`src/rtl/fpu_pipe_ctrl.sv`:
```
// Pipeline controller for the FPU: tracks E1/E2/E3/WB occupancy and one iterative divider,
// producing stage enables, ID stall, operand forwarding selects and the FP regfile write port.
module fpu_pipe_ctrl #(
    parameter int DIV_CYCLES = 24,
    parameter int CNT_W      = 5
) (
    input  logic             clock,
    input  logic             clrn,
    input  logic             id_valid,
    input  logic             id_div,
    input  logic             id_wreg,
    input  logic [4:0]       id_fd,
    input  logic [4:0]       id_fs,
    input  logic [4:0]       id_ft,
    input  logic             id_use_fs,
    input  logic             id_use_ft,
    output logic             stall,
    output logic             e1_en,
    output logic             e2_en,
    output logic             e3_en,
    output logic             ew_en,
    output logic [1:0]       fwd_a,
    output logic [1:0]       fwd_b,
    output logic             wb_we,
    output logic [4:0]       wb_dest,
    output logic             wb_sel,
    output logic             div_start,
    output logic             div_busy,
    output logic [3:0]       pipe_valid
);

    logic             v1_q, v2_q, v3_q, vw_q;
    logic             v1_d, v2_d, v3_d, vw_d;
    logic             w1_q, w2_q, w3_q, ww_q;
    logic             w1_d, w2_d, w3_d, ww_d;
    logic [4:0]       d1_q, d2_q, d3_q, dw_q;
    logic [4:0]       d1_d, d2_d, d3_d, dw_d;
    logic [CNT_W-1:0] count_q, count_d;
    logic             busy_q, busy_d;
    logic [4:0]       div_dest_q, div_dest_d;

    logic             div_wb;
    logic             freeze;
    logic             accept;
    logic             accept_pipe;
    logic             accept_div;
    logic             dep_stall;
    logic             div_stall;
    logic             a_m1, a_m2, a_m3, a_mw;
    logic             b_m1, b_m2, b_m3, b_mw;

    function automatic logic src_match(
        input logic       use_src,
        input logic [4:0] src,
        input logic       v,
        input logic       w,
        input logic [4:0] d
    );
        return use_src & v & w & (d == src);
    endfunction

    // Source-vs-stage comparisons
    always_comb begin
        a_m1 = src_match(id_use_fs, id_fs, v1_q, w1_q, d1_q);
        a_m2 = src_match(id_use_fs, id_fs, v2_q, w2_q, d2_q);
        a_m3 = src_match(id_use_fs, id_fs, v3_q, w3_q, d3_q);
        a_mw = src_match(id_use_fs, id_fs, vw_q, ww_q, dw_q);
        b_m1 = src_match(id_use_ft, id_ft, v1_q, w1_q, d1_q);
        b_m2 = src_match(id_use_ft, id_ft, v2_q, w2_q, d2_q);
        b_m3 = src_match(id_use_ft, id_ft, v3_q, w3_q, d3_q);
        b_mw = src_match(id_use_ft, id_ft, vw_q, ww_q, dw_q);
    end

    // Hazard detection, stall and write-port arbitration
    always_comb begin
        div_wb    = busy_q & (count_q == '0);
        freeze    = div_wb & vw_q;
        dep_stall = a_m1 | a_m2 | b_m1 | b_m2;
        div_stall = busy_q & ((id_use_fs & (id_fs == div_dest_q))
                            | (id_use_ft & (id_ft == div_dest_q))
                            | id_div
                            | (~id_div & id_wreg & (id_fd == div_dest_q)));
        stall       = freeze | dep_stall | div_stall;
        accept      = id_valid & ~stall;
        accept_pipe = accept & ~id_div;
        accept_div  = accept & id_div;
        div_start   = accept_div;

        e1_en = ~freeze;
        e2_en = ~freeze;
        e3_en = ~freeze;
        ew_en = ~freeze;

        fwd_a = 2'd0;
        if (a_m3) begin
            fwd_a = 2'd1;
        end else if (a_mw) begin
            fwd_a = 2'd2;
        end
        fwd_b = 2'd0;
        if (b_m3) begin
            fwd_b = 2'd1;
        end else if (b_mw) begin
            fwd_b = 2'd2;
        end

        // Divider owns the write port in its final cycle; the pipeline freezes around it
        if (div_wb) begin
            wb_we   = 1'b1;
            wb_sel  = 1'b1;
            wb_dest = div_dest_q;
        end else begin
            wb_we   = vw_q & ww_q;
            wb_sel  = 1'b0;
            wb_dest = dw_q;
        end

        div_busy   = busy_q;
        pipe_valid = {vw_q, v3_q, v2_q, v1_q};
    end

    // Stage advance
    always_comb begin
        v1_d = v1_q;  w1_d = w1_q;  d1_d = d1_q;
        v2_d = v2_q;  w2_d = w2_q;  d2_d = d2_q;
        v3_d = v3_q;  w3_d = w3_q;  d3_d = d3_q;
        vw_d = vw_q;  ww_d = ww_q;  dw_d = dw_q;
        if (!freeze) begin
            v1_d = accept_pipe;
            w1_d = accept_pipe & id_wreg;
            d1_d = accept_pipe ? id_fd : 5'd0;
            v2_d = v1_q;  w2_d = w1_q;  d2_d = d1_q;
            v3_d = v2_q;  w3_d = w2_q;  d3_d = d2_q;
            vw_d = v3_q;  ww_d = w3_q;  dw_d = d3_q;
        end
    end

    // Divider occupancy: counter reaches zero in the writeback cycle
    always_comb begin
        count_d    = count_q;
        busy_d     = busy_q;
        div_dest_d = div_dest_q;
        if (accept_div) begin
            count_d    = CNT_W'(DIV_CYCLES - 1);
            busy_d     = 1'b1;
            div_dest_d = id_fd;
        end else if (busy_q) begin
            if (div_wb) begin
                busy_d = 1'b0;
            end else begin
                count_d = count_q - CNT_W'(1);
            end
        end
    end

    always_ff @(posedge clock or negedge clrn) begin
        if (!clrn) begin
            v1_q       <= 1'b0;
            v2_q       <= 1'b0;
            v3_q       <= 1'b0;
            vw_q       <= 1'b0;
            w1_q       <= 1'b0;
            w2_q       <= 1'b0;
            w3_q       <= 1'b0;
            ww_q       <= 1'b0;
            d1_q       <= 5'd0;
            d2_q       <= 5'd0;
            d3_q       <= 5'd0;
            dw_q       <= 5'd0;
            count_q    <= '0;
            busy_q     <= 1'b0;
            div_dest_q <= 5'd0;
        end else begin
            v1_q       <= v1_d;
            v2_q       <= v2_d;
            v3_q       <= v3_d;
            vw_q       <= vw_d;
            w1_q       <= w1_d;
            w2_q       <= w2_d;
            w3_q       <= w3_d;
            ww_q       <= ww_d;
            d1_q       <= d1_d;
            d2_q       <= d2_d;
            d3_q       <= d3_d;
            dw_q       <= dw_d;
            count_q    <= count_d;
            busy_q     <= busy_d;
            div_dest_q <= div_dest_d;
        end
    end

endmodule

```
`config.mk`:
```
export PLATFORM = sky130hd
export DESIGN_NAME = fpu_pipe_ctrl
export DESIGN_NICKNAME = d
export VERILOG_FILES = /design/src/rtl/fpu_pipe_ctrl.sv
export SDC_FILE = /design/constraint.sdc
export NUM_CORES = 1
export LEC_CHECK = 0
export BUFFER_PORTS_ARGS = -buffer_cell sky130_fd_sc_hd__buf_4
export CORE_ASPECT_RATIO = 0.6
export CORE_UTILIZATION = 30
export DETAILED_ROUTE_END_ITERATION = 6
export GPL_TIMING_DRIVEN = 0
export PLACE_DENSITY = 0.45
export SLEW_MARGIN = 20
export SYNTH_ARGS = -nofsm -noshare
export SYNTH_HDL_FRONTEND = slang
export SYNTH_SLANG_ARGS = --single-unit
export TNS_END_PERCENT = 20
```
`constraint.sdc`:
```
create_clock -name clock -period 2.7 [get_ports clock]
set_input_delay 0.135 -clock clock [delete_from_list [all_inputs] [get_ports clock]]
set_output_delay 0.135 -clock clock [all_outputs]
set_load 0.1 [all_outputs]
```
==> results of run 1 <==
==> worst reg2reg max path, delay by kind of cell, from the launching register on <==
kind / cells / cell delay, ns
AO/OA/AOI/OAI: 1 / 0.28
adder cells (fa/ha/maj): 1 / 0.22
buffers and inverters: 2 / 0.27
flip-flops: 1 / 0.35
multiplexers: 1 / 0.30
AND/OR/NAND/NOR: 4 / 0.73
==> kinds of logic (layout without fill, tap and decap cells) <==
group                    after synthesis  count (layout)  share of synthesized area (%)
buffers and inverters                 30              72                          6.871
adder cells (fa/ha/maj)                2               2                          1.025
XOR/XNOR                              59              59                          21.18
AND/OR/NAND/NOR                       94              94                          18.92
multiplexers                          16              16                          7.846
AO/OA/AOI/OAI                         10              10                          4.154
flip-flops                            39              39                          40.00
==> per-layer routing <==
| layer | track usage, % | share of wire [%] |
|---|---|---|
| met5 | 0 | 0 |
| met4 | 5.485 | 1.3 |
| met3 | 4.220 | 4.1 |
| met2 | 23.59 | 38 |
| met1 | 26.96 | 56 |
==> stage by stage <==
stage                     hold WS, ns  worst slack, ns  total power, mW  TNS [ns]  util [%]
final                         0.08895           0.1356            2.297         0     37.92
after global routing          0.09525          0.02745            2.423         0     37.92
after CTS                     0.08989          0.04331            2.304         0     37.70
after detailed placement       0.1502           0.1068            1.718         0     35.83
after global placement         0.1563          0.09527            1.707         0     35.83
after floorplan               -0.1606          -0.1808            1.504   -0.3615         -
==> power by group <==
group	switching [mW]	total, mW	leakage (nW)	internal [mW]
clock	0.240	0.582	0.0679	0.342
sequential	0.195	0.892	0.507	0.697
combinational	0.489	0.823	0.840	0.334
==> cell type report <==
type                            instances  area, sq um
Inverter                                5        18.77
Buffer                                 25        151.4
Multi-Input combinational cell        181         1309
Fill cell                             828         4893
Timing Repair Buffer                   34        261.5
Clock buffer                            7        132.6
Sequential cell                        39        975.9
Tap cell                              108        135.1
Clock inverter                          1        5.005
==> sequential cells by signal (all words and copies together), names as in the netlist <==
register,flops
vw_q,1
d1_q,5
v2_q,1
d2_q,5
div_dest_q,5
w2_q,1
w3_q,1
count_q,5
ww_q,1
v1_q,1
div_busy,1
v3_q,1
d3_q,5
dw_q,5
w1_q,1
==> cell usage in the layout, fill, tap and decap left out, types with 4 or more instances in the layout <==
cell	netlist	final
a22o_1	6	6
nand3_1	7	7
clkbuf_1	4	4
buf_4	9	41
clkbuf_16	0	5
inv_1	5	5
nor4_1	5	5
mux2_2	13	13
xor2_1	24	24
xnor2_1	35	35
and3_1	5	5
nor3_1	8	8
buf_2	11	11
dfrtp_1	39	39
nand2_1	51	51
nand4_1	9	9
==> how the worst min path moves through the flow <==
stage,cells past startpoint,slack [ns],start,endpoint
3_5_place_dp,1,0.15,clrn,dw_q[4]$_DFFE_PN0N_
2_1_floorplan,0,-0.16,clrn,count_q[0]$_DFFE_PN0P_
3_3_place_gp,1,0.16,clrn,dw_q[2]$_DFFE_PN0N_
4_1_cts,2,0.09,id_fd[1],d1_q[1]$_DFFE_PN0N_
6_report,2,0.09,id_wreg,w1_q$_DFFE_PN0N_
5_1_grt,2,0.1,id_fd[1],d1_q[1]$_DFFE_PN0N_
==> timing repair <==
item	CTS	global route
gates resized for setup	0	5
hold buffers	1	0
setup endpoints to repair	0	24
endpoints found under the hold margin	39	0
==> key figures, run 1 <==
Setup path
  • Crit path depth: 10
  • Bufs and invs on worst path: 4
  • CP startpoint kind: flip-flop
  • CP peak stage delay: 0.35 ns
  • Worst-path cell chain: inv_1, ha_1, nor4b_2, and3_1, a31oi_2, and3_1, nand3_2, buf_6, inv_1, buf_6
  • R2r startpoint: count_q[0]$_DFFE_PN0P_
  • Crit. Startpoint: count_q[0]$_DFFE_PN0P_
  • Flop2flop setup slack: 0.43 ns
  • Worst-case reg-to-reg path depth: 9
  • Worst path slowest cell: dfrtp_1
  • Critical path data arrival time: 2.43 ns
  • WS Path Type: reg -> out
  • WP data required: 2.57 ns
  • Critical path's top delay family: simple AND/OR/NAND/NOR gates
  • Critical path endpoint category: output pin
  • Reg-to-Reg End: div_dest_q[4]$_DFFE_PN0P_
  • Worst-path fanout max: 10
  • Worst Setup EP: div_start

CTS
  • Worst-Skew Late Latency: 0.29 ns
  • CTS Root Cell: clkbuf_16
  • Post-CTS Setup Inserts: 0
  • CTS clock-pin slew for the worst setup and hold paths: 0.06 ns
  • Htree depth: 2
  • Clk buf depth: 2
  • TritonCTS clock tree: done
  • CTS sink cnt: 39
  • TritonCTS buffer count: 5

Global route
  • All-Layer GR Usage: 17.53%
  • Initial antenna violation count: 0
  • Overflow after GRT: 0
  • Largest net degree at the start of global routing: 40
  • First-pass GRT wire length: 11050 um
  • Vias in the first global route: 1881

Detailed routing
  • Drt pass-1 iters: 4
  • WL/cell: 16.99 um
  • Vias per cell: 4.623
  • DR DRC count: 0
  • Routed wire length: 6797 um
  • Vias: 1849
  • Starting DRC count in detailed routing: 120
  • Final antenna-violating net count: 0

Die
  • FP Rows: 25
  • Die area: 8509 sq um
  • Initial core utilization: 30.95%
  • Core Area: 7883 sq um
  • Die width: 118.4 um
  • I/O pins: 44
  • Die Y: 71.86 um

Power
  • Static Leakage: 1.415 nW
  • VDD IR-drop max: 0.3510 mV
  • PD cells: 768.4 nW/um^2

Placed design
  • DP Cell Count: 391
  • Post-Place Cell Area: 2824 sq um
  • RePlAce Congestion: 0.7540
  • Port Buffers: 33
  • DP Wirelength: 5088 um

STA
  • Worst slew pin tran: 0.5193 ns
  • Max Clk Rate: 0.3900 GHz
  • Slew margin rel.: 65.38%
  • Layout Skew: 0.005519 ns
  • Final setup fails: 0
  • Final cycle utilization of the critical path: 94.98%
  • Final worst path period need: 2.564 ns
  • RSZ-0062 raised after global routing: no
  • Hold Vio Cnt, Final: 0
  • Final Max Slew Viols: 0

Synthesis
  • Syn avg cell area: 9.759 sq um
  • Seq/Total Area, Yosys: 40.00%
  • Ys flop type: dfrtp_1
  • Share of the synthesized area in the top cell type: 40.00%
  • Number of distinct library cells after synthesis: 31
  • YS warnings: 0
  • Post-Synthesis Cell Area: 2440 sq um
  • Synth area leaders: dfrtp_1 40%, xnor2_1 13%, xor2_1 8.6%
  • Post-synth EDFFs: 0
  • Net Count, Synth: 274
  • Post-synth ARST share: 100.0%
  • Synth Register Bits: 39
  • Mapped Cells: 250
  • Cell taking the most area after synthesis: dfrtp_1
  • Leading cell type by number of instances after synthesis: nand2_1
  • Synth top cells by count: 51 x nand2_1, 39 x dfrtp_1, 35 x xnor2_1

Job
  • Max-cap viol count: 0

Run status
  • Status: finished clean

Worst hold path
  • Hold WC Path Type: in -> reg

Layout
  • # nets final: 315
  • Final Non-Filler Cells: 400
  • Final instance area: 2989 sq um
  • P&R area growth vs syn: 22.51%
  • Ant. Diodes: 0
  • Layout cell share with drive strength beyond 1: 29.79%
No activity file was read; power rests on OpenSTA's default activity.
==> run 2, diff against run 1 <==
CORE_ASPECT_RATIO = 1.75   (was 0.6)
==> run 2 against run 1 <==
- via count is 1.6% lower
- core utilization increased by 0.40 points
- sequential power decreased by 0.9%
- die area about the same
- design area increased by 1.4%
- global-route usage decreased by 0.81 points
- setup slack gained 0.060 ns
- wire length down 3.7%
==> key figures, run 2 (synthesis results as in run 1) <==
Layout
  • Core Util, Final: 38.32% (+0.40 points)
  • Ant. Diodes: 0 (unchanged)
  • P&R area growth vs syn: 24.21%
  • Layout cell share with drive strength beyond 1: 30.48% (+0.68 points)
  • Layout fillers: 798 (-3.6%)
  • Most frequent cells in the layout: 51 x nand2_1, 42 x buf_4, 39 x dfrtp_1
  • Leading cell type in the layout, fill and taps excluded: nand2_1
  • # nets final: 315 (unchanged)
  • Final Non-Filler Cells: 382 (-4.5%)

Global route
  • All-Layer GR Usage: 16.72% (-0.81 points)
  • Vias in the first global route: 1830 (-2.7%)
  • Largest net degree at the start of global routing: 40 (unchanged)
  • First-pass GRT wire length: 10380 um (-6.1%)
  • Overflow after GRT: 0 (unchanged)
  • Initial antenna violation count: 0 (unchanged)

Setup path
  • WS Path Type: reg -> out
  • Worst-path fanout max: 10 (unchanged)
  • Bufs and invs on worst path: 4 (unchanged)
  • Worst-path cell chain: inv_1, ha_1, nor4b_4, and3_1, a31oi_2, and3_1, nand3_2, buf_6, inv_1, buf_4
  • Critical path endpoint category: output pin
  • CP startpoint kind: flip-flop
  • Critical path's top delay family: simple AND/OR/NAND/NOR gates
  • CP peak stage delay: 0.34 ns (about the same)
  • Critical path data arrival time: 2.37 ns (-0.06 ns)
  • WP data required: 2.57 ns (about the same)
  • Worst path slowest cell: dfrtp_1

Placed design
  • DP Wirelength: 5043 um (-0.89%)
  • DP Cell Count: 373 (-4.6%)
  • Port Buffers: 33 (unchanged)
  • RePlAce Congestion: 0.7807 (+3.5%)

STA
  • Final worst path period need: 2.505 ns (-0.05957 ns)
  • Worst slew pin tran: 0.5216 ns (+0.002258 ns)
  • RSZ-0062 raised after global routing: no
  • Layout Skew: 0.006363 ns (+0.0008445 ns)
  • Final Max Slew Viols: 0 (unchanged)
  • Slew margin rel.: 65.23% (-0.15 points)
  • Final setup fails: 0 (unchanged)
  • Max Clk Rate: 0.3992 GHz (+2.4%)
  • Final cycle utilization of the critical path: 92.77% (-2.2 points)
  • Hold Vio Cnt, Final: 0 (unchanged)

Detailed routing
  • Routed wire length: 6546 um (-3.7%)
  • WL/cell: 17.14 um (+0.85%)
  • Vias per cell: 4.764 (+3.1%)
  • Vias: 1820 (-1.6%)
  • Final antenna-violating net count: 0 (unchanged)
  • Drt pass-1 iters: 4 (unchanged)
  • Starting DRC count in detailed routing: 44 (-63%)
  • DR DRC count: 0 (unchanged)

Die
  • Die width: 70.17 um (-41%)
  • Die area: 8512 sq um (about the same)
  • Die Y: 121.3 um (+69%)
  • Initial core utilization: 30.85% (-0.10 points)
  • Core Area: 7909 sq um (+0.33%)
  • I/O pins: 44 (unchanged)
  • FP Rows: 43 (+72%)

CTS
  • CTS Root Cell: clkbuf_16
  • Clk buf depth: 2 (unchanged)
  • CTS clock-pin slew for the worst setup and hold paths: 0.06 ns (about the same)
  • Worst-Skew Late Latency: 0.29 ns (about the same)
  • Htree depth: 2 (unchanged)
  • TritonCTS buffer count: 5 (unchanged)
  • TritonCTS clock tree: done
  • CTS sink cnt: 39 (unchanged)

Run status
  • Status: finished clean

Worst hold path
  • Hold WC Path Type: in -> reg

Job
  • Max-cap viol count: 0 (unchanged)

Power
  • PD cells: 823.4 nW/um^2 (+7.2%)
  • Static Leakage: 1.446 nW (+2.2%)
  • Tot Pwr: 2.495 mW (+8.6%)
  • VDD IR-drop max: 0.5333 mV (+52%)
## run 2: cell count changes in the layout (fill, tap and decap cells not counted), sizes merged
cell	before	now
bufinv	0	2
clkbuf	11	9
clkinv	1	0
inv	5	6
## run 2: layout make-up
class	instances	area [sq um]	share of cell area, %
Buffer	25	151.4	4.996
Clock inverter	3	71.32	2.353
Sequential cell	39	975.9	32.20
Timing Repair Buffer	34	257.7	8.505
Tap cell	90	112.6	3.716
Clock buffer	5	125.1	4.129
Inverter	5	18.77	0.6193
Multi-Input combinational cell	181	1318	43.48
## run 2: worst reg2reg max path, cell delays in order, from the launching register on
cell	delay, ns
dfrtp_1	0.37
inv_1	0.11
ha_1	0.19
nor4b_4	0.28
and3_1	0.27
clkbuf_2	0.32
clkbuf_1	0.42
a22o_1	0.22
## run 2: path summary, 6_finish.rpt
path	start	endpoint	slack, ns	cells after the start
setup / recovery	count_q[0]$_DFFE_PN0P_	div_start	0.20	10
hold / removal	id_fd[4]	d1_q[4]$_DFFE_PN0N_	0.09	2
setup reg to reg	count_q[0]$_DFFE_PN0P_	w1_q$_DFFE_PN0N_	0.45	7
hold reg to reg	count_q[1]$_DFFE_PN0P_	count_q[1]$_DFFE_PN0P_	0.55	2
max in group asynchronous	clrn	d2_q[1]$_DFFE_PN0N_	1.98	2
min in group asynchronous	clrn	div_dest_q[4]$_DFFE_PN0P_	0.35	2
## run 2: metrics by stage
step	TNS, ns	setup WS [ns]	instance area, sq um	hold WS (ns)
2_1_floorplan	-0.3615	-0.1808	2441	-0.1606
5_1_grt	0	0.04839	3030	0.09060
3_5_place_dp	0	0.01900	2801	0.1564
3_3_place_gp	0	0.01977	2801	0.1516
4_1_cts	0	0.1066	3014	0.08402
6_report	0	0.1952	3030	0.08714
## run 2: layer usage
| layer | vias to the layer above | share of wire (%) | wire [um] | GRT usage (%) |
|---|---|---|---|---|
| li1 | 904 | - | - | - |
| met1 | 866 | 39 | 2575 | 18.56 |
| met2 | 37 | 55 | 3630 | 30.41 |
| met3 | 13 | 2.4 | 158 | 2.575 |
| met4 | 0 | 2.8 | 182 | 8.375 |
| met5 | - | 0 | 0 | 0 |
## run 2: where the power goes
group / internal (mW) / switching, mW
Combinational: 0.337 / 0.486
Sequential: 0.697 / 0.187
Clock: 0.536 / 0.252
## run 2: repair_timing
item                                    4_1_cts  5_1_grt
gates resized for setup                       1        4
hold buffers                                  1        0
endpoints found under the setup margin        2       14
hold endpoints to repair                     39        0
buffers inserted                              0        0
